[src/rtl/rvh_l1d_ar_arbiter.sv]
// Round-robin arbiter sharing the L2 AR channel among L1D MSHR banks, with per-bank
// outstanding-read limiting and a one-entry registered output stage.
module rvh_l1d_ar_arbiter #(
   parameter int unsigned N_BANK   = 4,
   parameter int unsigned N_BANK_W = $clog2(N_BANK),
   parameter int unsigned MAX_OUTS = 8,
   parameter int unsigned OUTS_W   = $clog2(MAX_OUTS + 1),
   // Width of the flattened cache_mem_if_ar_t payload (arid, araddr, ...).
   parameter int unsigned AR_W     = 64
) (
   input  logic                          clk,
   input  logic                          rst,
   input  logic [N_BANK-1:0]             bank_arvalid_i,
   input  logic [N_BANK-1:0][AR_W-1:0]   bank_ar_i,
   output logic [N_BANK-1:0]             bank_arready_o,
   output logic                          l2_arvalid_o,
   input  logic                          l2_arready_i,
   output logic [AR_W-1:0]               l2_ar_o,
   input  logic                          rd_done_valid_i,
   input  logic [N_BANK_W-1:0]           rd_done_bank_i,
   output logic [N_BANK-1:0][OUTS_W-1:0] outs_cnt_o
);

   logic [N_BANK_W-1:0]             ptr_q, ptr_d;
   logic [N_BANK_W-1:0]             gnt_idx, cand;
   logic                            gnt_vld;
   logic                            stage_free;
   logic [N_BANK-1:0]               eligible;
   logic [N_BANK-1:0]               inc, dec;
   logic [N_BANK-1:0][OUTS_W-1:0]   cnt_q, cnt_d;
   logic                            ar_vld_q, ar_vld_d;
   logic [AR_W-1:0]                 ar_q, ar_d;

   assign stage_free     = ~ar_vld_q | l2_arready_i;
   assign l2_arvalid_o   = ar_vld_q;
   assign l2_ar_o        = ar_q;
   assign outs_cnt_o     = cnt_q;

   always_comb begin
      for (int unsigned b = 0; b < N_BANK; b++) begin
         eligible[b] = bank_arvalid_i[b] & (cnt_q[b] != OUTS_W'(MAX_OUTS));
      end
   end

   // Search upward from ptr_q, wrapping; the first eligible bank wins.
   always_comb begin
      gnt_vld        = 1'b0;
      gnt_idx        = '0;
      cand           = '0;
      bank_arready_o = '0;
      if (stage_free) begin
         for (int unsigned i = 0; i < N_BANK; i++) begin
            cand = N_BANK_W'((32'(ptr_q) + i) % N_BANK);
            if (!gnt_vld && eligible[cand]) begin
               gnt_vld = 1'b1;
               gnt_idx = cand;
            end
         end
      end
      if (gnt_vld) begin
         bank_arready_o[gnt_idx] = 1'b1;
      end
   end

   always_comb begin
      ptr_d = ptr_q;
      if (gnt_vld) begin
         ptr_d = (32'(gnt_idx) == N_BANK - 1) ? '0 : gnt_idx + N_BANK_W'(1);
      end
   end

   always_comb begin
      cnt_d = cnt_q;
      inc   = '0;
      dec   = '0;
      for (int unsigned b = 0; b < N_BANK; b++) begin
         inc[b] = gnt_vld && (gnt_idx == N_BANK_W'(b));
         dec[b] = rd_done_valid_i && (rd_done_bank_i == N_BANK_W'(b));
         if (inc[b] && !dec[b]) begin
            cnt_d[b] = cnt_q[b] + OUTS_W'(1);
         end else if (dec[b] && !inc[b] && (cnt_q[b] != '0)) begin
            cnt_d[b] = cnt_q[b] - OUTS_W'(1);
         end
      end
   end

   always_comb begin
      ar_vld_d = ar_vld_q;
      ar_d     = ar_q;
      if (gnt_vld) begin
         ar_vld_d = 1'b1;
         ar_d     = bank_ar_i[gnt_idx];
      end else if (l2_arready_i) begin
         ar_vld_d = 1'b0;
      end
   end

   always_ff @(posedge clk or negedge rst) begin
      if (!rst) begin
         ptr_q    <= '0;
         cnt_q    <= '0;
         ar_vld_q <= 1'b0;
         ar_q     <= '0;
      end else begin
         ptr_q    <= ptr_d;
         cnt_q    <= cnt_d;
         ar_vld_q <= ar_vld_d;
         ar_q     <= ar_d;
      end
   end

`ifndef SYNTHESIS
   a_arready_onehot0: assert property (@(posedge clk) disable iff (!rst)
      $onehot0(bank_arready_o));

   a_l2_ar_stable: assert property (@(posedge clk) disable iff (!rst)
      (l2_arvalid_o && !l2_arready_i) |=> (l2_arvalid_o && $stable(l2_ar_o)));

   a_rd_done_bank_range: assert property (@(posedge clk) disable iff (!rst)
      rd_done_valid_i |-> (32'(rd_done_bank_i) < N_BANK));

   // A completion with nothing outstanding is a bank-side bug; counter saturates at 0.
   always @(posedge clk) begin
      if (rst && rd_done_valid_i) begin
         a_rd_done_underflow: assert (cnt_q[rd_done_bank_i] != '0)
            else $warning("rd_done with zero outstanding on bank %0d", rd_done_bank_i);
      end
   end
`endif

endmodule

[config.mk]
export PLATFORM = sky130hd
export DESIGN_NAME = rvh_l1d_ar_arbiter
export DESIGN_NICKNAME = d
export VERILOG_FILES = /design/src/rtl/rvh_l1d_ar_arbiter.sv
export SDC_FILE = /design/constraint.sdc
export NUM_CORES = 1
export LEC_CHECK = 0
export CAP_MARGIN = 20
export CORE_AREA = 2 2 137 139
export CTS_BUF_LIST = sky130_fd_sc_hd__clkbuf_8
export DETAILED_ROUTE_END_ITERATION = 7
export DIE_AREA = 0 0 139 141
export GPL_TIMING_DRIVEN = 1
export HOLD_SLACK_MARGIN = 0.05
export PLACE_DENSITY = 0.7
export SETUP_SLACK_MARGIN = 0.1
export SYNTH_ARGS = -nofsm -noshare
export SYNTH_HDL_FRONTEND = slang
export SYNTH_SLANG_ARGS = --single-unit
[constraint.sdc]
create_clock -name clk -period 4.4 [get_ports clk]
set_clock_uncertainty 0.1 [all_clocks]
set_input_delay 0.88 -clock clk [delete_from_list [all_inputs] [get_ports clk]]
set_output_delay 0.88 -clock clk [all_outputs]
set_load 0.03 [all_outputs]
==> summary.md <==
| Metric | Value |
|---|---|
| GR Overflow Total | 0 |
| Cell Chain, Critical Path | or4b_4 > a31o_1 > a2bb2oi_2 > a21o_4 > nor2_4 > ha_1 > and2_1 > dlygate4sd2_1 |
| Synth area leader | dfrtp_1 |
| Row cnt | 50 |
| Largest net degree at the start of global routing | 48 |
| Number of buffers added on ports | 350 |
| DP HPWL | 16300 um |
| Gpl congestion | 0.824 |
| Die span in y | 141 um |
| Top-count cell post-synth | dfrtp_1 |
| CP bufs+invs | 1 |
| Vias in the first global route | 5565 |
| Worst R2R Path Depth | 14 |
| Post-CTS sizing | 1 |
| Cell Area, Placed | 9300 um2 |
| Num CTS Buffers | 9 |
| Setup TNS | 0 ns |
| Unrepaired setup endpoints after global routing | false |
| Reg2reg start | outs_cnt_o[5] |
| Distinct cells, synth | 48 |
| Initial antenna violation count | 0 |
| Seq cells post-synth | 83 |
| Max cap viols | 0 |
| Die ar. | 19600 um2 |
| Kind of end point of the critical path | output port |
| Synthesized instance count | 508 |
| IO Pins | 351 |
| Sink Count | 83 |
| Vias per Instance | 5.19 |
| Met2 Track Usage GR | 36.3% |
| Area Overhead vs Synth | 68.9% |
| GR Util met3 | 4.08% |
| Diode count | 0 |
| DP Worst Slack | 0.150 ns |
| Avg WL per Cell | 19.8 um |
| HP Class | flop to flop |
| CTS clk-pin slew, worst paths | 0.08 ns |
| XOR/XNOR Fraction of Synth Area | 1.24% |
| # hold bufs at CTS | 0 |
| Tot GR Track Use | 21.4% |
| Synth Net Count | 790 |
| CTS tree | yes |
| Vias post-DR | 5607 |
| Initial Util | 30.9% |
| Worst-Margin Slew | 0.669 ns |
| Core Region | 18300 um2 |
| Top delay family on crit path | simple AND/OR/NAND/NOR gates |
| CP Depth | 8 |
| CTS Root Cell | clkbuf_8 |
| Synth Area in Simple Gates | 9.32% |
| Worst setup path start | outs_cnt_o[0] |
| Share of cells above drive strength 1 | 12.9% |
| Drc violations | 0 |
| H-tree Lvls | 3 |
| Leakage power | 3.69 nW |
| Main combinational cell family by area after synthesis | compound AO/OA/AOI/OAI gates |
| Critical Path RT | 3.42 ns |
| Slew Viols, Final | 0 |
| Grt met1 use | 28.0% |
| Startpoint types | flop |
| CP max stage delay | 0.59 ns |
| Max Fclk | 250 MHz |
| Yosys top cell area share | 36.8% |
| Initial drt markers | 264 |
| P_sw | 2.85 mW |
| Relative slew slack | 55.4% |
| Mux contribution to synthesized area | 13.0% |
| Reg2reg end | outs_cnt_o[3] |
| Synth top area cells | dfrtp_1 (37%), o221ai_2 (13%), mux2i_1 (11%), o211ai_1 (8.9%), nand2_1 (4.7%) |
| Status | complete, no violations |
| Critical Path AT | 3.02 ns |
| Synth warn | 0 |
| Gate power share | 66.2% |
| Tot Pwr | 6.01 mW |
| Internal power | 3.16 mW |
| IR drop worst, VDD | 0.000352 V |
| Post-synth EDFFs | 0 |
| Final setup violation count | 0 |
| Global-route wire length before repair | 32700 um |
| Antenna-violating nets left | 0 |
| Most used routing layer | met2 |
| Pwr Density | 631 nW/um2 |
| Top FF cell, synth | dfrtp_1 |
| Tcrit/Tclk final | 90.9% |
| Fin. Hold Viols | 0 |
| Seq/Total Area, Yosys | 36.8% |
| Fin area | 9520 um2 |
| Clock Path Buffers | 2 |
| Post-Synth Adder-Cell Area | 4.08% |
| CP Capture Point | bank_arready_o[3] |
| Synth async-reset ratio | 100% |
| Minimum clock period after layout | 4.00 ns |
| Compound-gate portion of the synthesized area | 30.1% |
| Worst R2R Setup Slack | 0.50 ns |
| Final wirelength | 21400 um |
| Sequential Power Share | 24.1% |
| Worst-path maximum fanout | 6 |
| Setup Buffers After CTS | 0 |
| Clk network pwr share | 9.7% |
| Net switching fraction of the power | 47.4% |
| Die width | 139 um |
| Synth Area per Inst | 11.1 um2 |
| TritonRoute pass-1 iters | 4 |
| Fill cells | 1689 |
| Final nets | 1126 |
| Worst setup path category | flop to output port |
| Top cells by count, synth | dfrtp_1 (83), nand2_1 (71), o211ai_1 (67) |
| Fin worst setup slack | 0.401 ns |
| Syn Std Cell Area | 5640 um2 |
| CP max stage cell | or4b_4 |
| Clk_lat worst skew | 0.36 ns |
## cell type report
class | instances | area (um2) | share of cell area, %
clock buffer | 12 | 165 | 1.73
clock inverter | 2 | 35.0 | 0.368
inverter | 9 | 35.0 | 0.368
multi-input combinational | 374 | 3270 | 34.3
sequential | 83 | 2080 | 21.8
tap | 234 | 293 | 3.07
timing repair buffer | 367 | 3650 | 38.3
## worst min-delay path, stage by stage (launching register included)
cell,delay (ns)
dfrtp_1,0.34
nand2_1,0.05
o211ai_1,0.07
## how the worst min path moves through the flow
stage,cells after the start,startpoint,slack (ns),to
4_1_cts,2,l2_ar_o[29],0.40,l2_ar_o[29]
3_3_place_gp,2,l2_ar_o[12],0.38,l2_ar_o[12]
3_5_place_dp,2,l2_ar_o[29],0.38,l2_ar_o[29]
2_1_floorplan,2,ptr_q[1],0.43,ptr_q[1]
5_1_grt,2,l2_ar_o[31],0.42,l2_ar_o[31]
6_report,2,l2_ar_o[29],0.39,l2_ar_o[29]
## power by group through the flow
stage	Clock [mW]	Combinational, mW	Sequential (mW)
2_1_floorplan	0	1.81	2.17
3_3_place_gp	0	3.98	1.45
3_5_place_dp	0	3.99	1.46
4_1_cts	0.606	4.00	1.45
5_1_grt	0.640	4.26	1.51
6_report	0.585	3.98	1.45
## registers in the layout, summed over array words and instances, names as in the netlist
register      cells
l2_ar_o          64
outs_cnt_o       16
ptr_q             2
l2_arvalid_o      1
## routing by layer
| layer | part of all wire (%) | vias up |
|---|---|---|
| met5 | 0 | - |
| met3 | 7.5 | 25 |
| met1 | 42 | 2664 |
| met2 | 49 | 246 |
| li1 | - | 2672 |
| met4 | 1.6 | 0 |
## cells in the final DEF (no fill, tap or decap), types with 3 or more instances in the layout
cell type,count
a21o_1,4
a21oi_1,12
a22oi_1,3
and2_1,3
and4b_1,3
buf_4,18
clkbuf_8,12
clkdlybuf4s50_1,345
dfrtp_1,83
fa_1,4
ha_1,12
inv_1,8
mux2_2,8
mux2i_1,64
nand2_1,70
nand2b_1,4
nand3b_1,3
nor2_1,3
nor2_4,3
nor3_1,4
o211ai_1,67
o21ai_0,3
o221ai_1,14
o221ai_2,50
xnor2_1,4
xor2_1,4
## metrics by stage
| step | cells | utilization [%] | hold WS (ns) |
|---|---|---|---|
| finish | 1081 | 52.1 | 0.394 |
| global route | 1081 | 52.1 | 0.422 |
| CTS | 1080 | 52.0 | 0.402 |
| detailed placement | 1066 | 50.9 | 0.384 |
| global placement | 1066 | 50.9 | 0.379 |
| floorplan | 508 | - | 0.427 |
## cell families (layout without fill, tap and decap cells)
group | after synthesis | in the layout
mux | 72 | 72
xor+xnor | 8 | 8
simple gates | 106 | 106
compound gates | 172 | 172
buf+inv | 51 | 390
fa+ha+maj | 16 | 16
flops | 83 | 83
Note: power is estimated with default switching activity, not from simulation.
